### config.mk
export PLATFORM = sky130hd
export DESIGN_NAME = updown_mod_counter
export DESIGN_NICKNAME = d
export VERILOG_FILES = /design/src/rtl/counter_pkg.sv /design/src/rtl/bin_to_bcd99.sv /design/src/rtl/updown_mod_counter.sv
export SDC_FILE = /design/constraint.sdc
export NUM_CORES = 1
export LEC_CHECK = 0
export CORE_ASPECT_RATIO = 1.5
export CORE_MARGIN = 1
export CORE_UTILIZATION = 43
export DETAILED_ROUTE_END_ITERATION = 7
export GPL_ROUTABILITY_DRIVEN = 0
export PLACE_DENSITY = 0.86
export SLEW_MARGIN = 20
export SYNTH_ARGS = -nofsm -noshare
export SYNTH_HDL_FRONTEND = slang
export SYNTH_SLANG_ARGS = --single-unit
### constraint.sdc
create_clock -name clk -period 1.86 [get_ports clk]
set_clock_uncertainty 0.15 [all_clocks]
set_input_delay 0.279 -clock clk [delete_from_list [all_inputs] [get_ports clk]]
set_output_delay 0.279 -clock clk [all_outputs]
set_load 0.02 [all_outputs]
### src/rtl/counter_pkg.sv
// Shared constants and sizing helper for the up/down modulo counter family.
package counter_pkg;

  localparam logic UP = 1'b1;
  localparam logic DN = 1'b0;

  localparam int MODE_WRAP = 1;
  localparam int MODE_SAT  = 0;

  // Bits needed to represent 'value' distinct codes (use clog2(MAX_COUNT+1)).
  function automatic int clog2(input int value);
    int r;
    r = 0;
    for (int i = 0; i < 31; i++) begin
      if ((1 << i) < value) r = i + 1;
    end
    return r;
  endfunction

endpackage

### src/rtl/bin_to_bcd99.sv
// Combinational 7-bit binary to two-digit BCD; inputs above 99 are not meaningful.
module bin_to_bcd99 (
  input  logic [6:0] bin,
  output logic [3:0] tens,
  output logic [3:0] units
);

  always_comb begin
    tens  = 4'(bin / 7'd10);
    units = 4'(bin % 7'd10);
  end

endmodule

### src/rtl/updown_mod_counter.sv
// Up/down modulo counter with clear, clamped load and wrap/saturate policy.
// Define BCD_OUT_EN to add registered bcd_tens/bcd_units outputs (MAX_COUNT <= 99).
module updown_mod_counter
  import counter_pkg::*;
#(
  parameter int OUT_WIDTH = 6,
  parameter int MIN_COUNT = 0,
  parameter int MAX_COUNT = 59,
  parameter int WRAP      = 1
) (
  input  logic                 clk,
  input  logic                 rst,
  input  logic                 enable,
  input  logic                 up_dn,
  input  logic                 clr,
  input  logic                 load,
  input  logic [OUT_WIDTH-1:0] load_val,
  output logic [OUT_WIDTH-1:0] count,
  output logic                 tc,
  output logic                 carry,
  output logic                 borrow,
  output logic                 at_min,
  output logic                 at_max
`ifdef BCD_OUT_EN
  ,
  output logic [3:0]           bcd_tens,
  output logic [3:0]           bcd_units
`endif
);

  localparam logic [OUT_WIDTH-1:0] MIN_V = OUT_WIDTH'(MIN_COUNT);
  localparam logic [OUT_WIDTH-1:0] MAX_V = OUT_WIDTH'(MAX_COUNT);
  localparam logic AT_MAX_RST = (MIN_COUNT == MAX_COUNT);

  if (MIN_COUNT > MAX_COUNT || MIN_COUNT < 0) begin : g_range_check
    $error("updown_mod_counter: MIN_COUNT must be in 0..MAX_COUNT");
  end
  if (clog2(MAX_COUNT + 1) > OUT_WIDTH) begin : g_width_check
    $error("updown_mod_counter: OUT_WIDTH too small for MAX_COUNT");
  end

  logic [OUT_WIDTH-1:0] count_q, count_d;
  logic                 carry_q, carry_d;
  logic                 borrow_q, borrow_d;
  logic                 at_min_q, at_min_d;
  logic                 at_max_q, at_max_d;
  int                   load_int;

  always_comb begin
    count_d  = count_q;
    carry_d  = 1'b0;
    borrow_d = 1'b0;
    // Widened so range comparisons stay meaningful at any OUT_WIDTH.
    load_int = int'(load_val);
    if (clr) begin
      count_d = MIN_V;
    end else if (load) begin
      if (load_int > MAX_COUNT)      count_d = MAX_V;
      else if (load_int < MIN_COUNT) count_d = MIN_V;
      else                           count_d = load_val;
    end else if (enable) begin
      if (up_dn == UP) begin
        if (count_q != MAX_V) begin
          count_d = count_q + OUT_WIDTH'(1);
        end else if (WRAP == MODE_WRAP) begin
          count_d = MIN_V;
          carry_d = 1'b1;
        end
      end else begin
        if (count_q != MIN_V) begin
          count_d = count_q - OUT_WIDTH'(1);
        end else if (WRAP == MODE_WRAP) begin
          count_d  = MAX_V;
          borrow_d = 1'b1;
        end
      end
    end
    at_min_d = (count_d == MIN_V);
    at_max_d = (count_d == MAX_V);
  end

  always_ff @(posedge clk or posedge rst) begin
    if (rst) begin
      count_q  <= MIN_V;
      carry_q  <= 1'b0;
      borrow_q <= 1'b0;
      at_min_q <= 1'b1;
      at_max_q <= AT_MAX_RST;
    end else begin
      count_q  <= count_d;
      carry_q  <= carry_d;
      borrow_q <= borrow_d;
      at_min_q <= at_min_d;
      at_max_q <= at_max_d;
    end
  end

  // Same-cycle cascade: the next stage steps on the edge this one wraps or pins.
  assign tc     = enable & ~clr & ~load &
                  ((up_dn == UP) ? (count_q == MAX_V) : (count_q == MIN_V));
  assign count  = count_q;
  assign carry  = carry_q;
  assign borrow = borrow_q;
  assign at_min = at_min_q;
  assign at_max = at_max_q;

`ifdef BCD_OUT_EN
  if (MAX_COUNT > 99) begin : g_bcd_check
    $error("updown_mod_counter: BCD_OUT_EN requires MAX_COUNT <= 99");
  end

  localparam logic [3:0] TENS_RST  = 4'(MIN_COUNT / 10);
  localparam logic [3:0] UNITS_RST = 4'(MIN_COUNT % 10);

  logic [3:0] bcd_tens_q, bcd_tens_d;
  logic [3:0] bcd_units_q, bcd_units_d;

  bin_to_bcd99 u_bcd (
    .bin   (7'(count_d)),
    .tens  (bcd_tens_d),
    .units (bcd_units_d)
  );

  always_ff @(posedge clk or posedge rst) begin
    if (rst) begin
      bcd_tens_q  <= TENS_RST;
      bcd_units_q <= UNITS_RST;
    end else begin
      bcd_tens_q  <= bcd_tens_d;
      bcd_units_q <= bcd_units_d;
    end
  end

  assign bcd_tens  = bcd_tens_q;
  assign bcd_units = bcd_units_q;
`endif

endmodule

==> run_results.csv <==
group,metric,value,unit
status,status,"complete, but fails checks",
status,violations,"negative setup slack",
drt,drtAntennaViolNets,0,
power_and_ir_drop,seq_power_share,0.259,
synthesis,synth_fp_nets,111,
power_and_ir_drop,pwr-share-clk,0.223,
critical_path,cp-startpoint,"count[1]",
drt,drc,0,
synthesis,yosysSeqAreaShare,0.293,
drt,vias,1235,
power_and_ir_drop,total_power,0.956,mW
flow_run,maxCapViolCount,0,
synthesis,syn_area_per_cell,8.94,µm²
clock_network,clock_latency,0.28,ns
sta,relSlewSlack,0.727,
critical_path,crit_chain,"inv_2 -> ha_4 -> or3b_4 -> nor3_2 -> or2_4 -> buf_6",
power_and_ir_drop,ir_drop,378,µV
finish,nets,179,
sta,fin_crit,2.33,ns
sta,min_period_over_period,1.25,
power_and_ir_drop,internal_power,0.604,mW
power_and_ir_drop,power.static_leakage,0.751,nW
global_routing,overflow,0,
critical_path,arrival,1.90,ns
critical_path,crit_path_max_incr_delay,0.43,ns
global_routing,grt_usage,0.378,
global_routing,grt_pass1_vias,1108,
critical_path,required,1.43,ns
power_and_ir_drop,p_sw_frac,0.368,
power_and_ir_drop,p_per_area,548,nW/µm²
drt,drtIter0Drc,120,
die,ios,23,
sta,fin_setup_tns,-1.66,ns
die,dieArea,2180,µm²
drt,firstDrtPassIters,4,
synthesis,synth_area,858,µm²
finish,layout_commonest_cell,"buf_4",
finish,final_cell_mix,"34 x buf_4, 16 x clkdlybuf4s50_1, 14 x buf_6",
placement,dp_hpwl,2.11,mm
die,start_util,0.463,
global_routing,grt_max_degree,12,
sta,slew_viol_final,0,
sta,worstMarginPinSlew,0.408,ns
sta,max_freq,430,MHz
synthesis,ys.flop_type,"dfrtp_1",
die,rows,19,
sta,setup_slack,-0.467,ns
clock_network,path_clk_slew,0.08,ns
clock_network,clockBufferDepth,2,
power_and_ir_drop,combPwrFrac,0.517,
die,fp.dieW,38.5,µm
global_routing,grt_antenna_before_repair,0,
sta,finalSetupViolCount,7,
critical_path,crit_fanout,3,
drt,via_per_inst,6.71,
synthesis,synth-seq-cells,10,
sta,rsz0062_at_grt,"true",
critical_path,slowest_stage,"dfrtp_2",
power_and_ir_drop,p_switching,0.352,mW
critical_path,cp-start-kind,"flip-flop",
clock_network,cts.sinks,10,
synthesis,ys_types,52,
critical_path,crit_type,"flip-flop to primary output",
synthesis,async_reset_ff_frac,1.00,
placement,port_buffers,22,
clock_network,clock-root-buffer,"clkbuf_4",
clock_network,cts_tree,"built",
finish,area_delta_synth_final,103,%
die,core,1850,µm²
synthesis,yosysWarnings,0,
sta,hold_violations,0,
synthesis,synth_edf_count,0,
clock_network,h-tree-depth,1,
global_routing,grt_first_pass_wirelength,5.75,mm
clock_network,cts_buffers,3,
drt,wl_per_cell,25.4,µm
finish,final_core_util,0.940,
critical_path,timing.rr.start,"count[0]",
finish,insertedDiodeCount,0,
drt,wirelength,4.67,mm
synthesis,netlist_instances,96,
hold_path,hp-class,"primary input to asynchronous set/reset pin",
critical_path,worst_setup_path_end_kind,"primary output",
die,die_y,56.7,µm
finish,drive_above_1_share,0.613,
==> critical path: cells and delay by family (launching register included) <==
family,cells,cell delay (ns)
DFF,1,0.43
and+or+nand+nor,3,0.83
buffers and inverters,2,0.20
adders and majority gates,1,0.15
==> state kept, by name, summed over array words and instances (netlist names) <==
name and cells:
count 6, carry 1, borrow 1, at_max 1, at_min 1
==> synthesized netlist by cell type, drive strengths merged (2+ instances only) <==
library cell  instances  area [µm²]
a2111oi               2        18.8
a21oi                 3        15.0
a31oi                 6        37.5
and3                  2        17.5
buf                   6        38.8
dfrtp                 9         225
ha                    3        37.5
inv                   8        30.0
mux2i                 2        20.0
nand2                 2        7.51
nand4                 2        12.5
nor2                  5        18.8
nor3                  5        30.0
nor3b                 4        30.0
o21bai                2        15.0
o22ai                 2        12.5
or2                   2        12.5
or3b                  2        17.5
xnor2                 2        17.5
==> power groups by stage <==
stage          Combinational (mW)  Clock (mW)  Sequential [mW]
6_report                    0.494       0.213            0.248
3_5_place_dp                0.324           0            0.249
4_1_cts                     0.405       0.198            0.245
5_1_grt                     0.510       0.217            0.250
2_1_floorplan               0.146           0            0.272
3_3_place_gp                0.314           0            0.248
==> layout make-up <==
cell class,instances,area [µm²]
Multi-Input combinational cell,71,756
Fill cell,54,111
Inverter,8,32.5
Sequential cell,10,255
Tap cell,21,26.3
Clock buffer,4,36.3
Timing Repair Buffer,70,637
==> per-stage QoR <==
| stage | setup slack (ns) | cells | hold slack, ns | cell area (µm²) |
|---|---|---|---|---|
| final | -0.467 | 184 | 0.148 | 1740 |
| after global routing | -0.466 | 184 | 0.175 | 1740 |
| after CTS | -0.318 | 178 | 0.150 | 1610 |
| after detailed placement | -0.735 | 163 | 0.428 | 1320 |
| after global placement | -0.714 | 163 | 0.405 | 1320 |
| after floorplan | -0.221 | 96 | -0.0317 | 873 |
==> cell families after synthesis <==
logic type               share of synthesized area
AO/OA/AOI/OAI                                0.242
AND/OR/NAND/NOR                              0.280
multiplexers                                0.0364
XOR/XNOR                                    0.0204
flip-flops                                   0.293
adder cells (fa/ha/maj)                     0.0437
buffers and inverters                       0.0845
==> per-layer routing <==
layer,track usage,vias up,wire length [µm]
met1,0.455,563,1530
met5,0,-,0
met2,0.586,128,2210
li1,-,503,-
met3,0.0593,41,495
met4,0.251,0,432
==> final timing paths <==
kind	depth (start not counted)	slack (ns)	endpoint
hold reg to reg	3	0.66	carry
min in group clk	3	0.54	count[1]
max in group asynchronous	2	1.09	at_min
setup / recovery	6	-0.47	tc
hold / removal	2	0.15	at_max
setup reg to reg	9	-0.45	at_max
==> repair_timing <==
| item | in CTS | in global routing |
|---|---|---|
| hold buffers | 0 | 0 |
| setup endpoints to repair | 9 | 8 |
| gates resized for setup | 50 | 19 |
| setup buffers | 11 | 6 |
| pin swaps | 15 | 19 |
(Power assumes the default switching activity.)
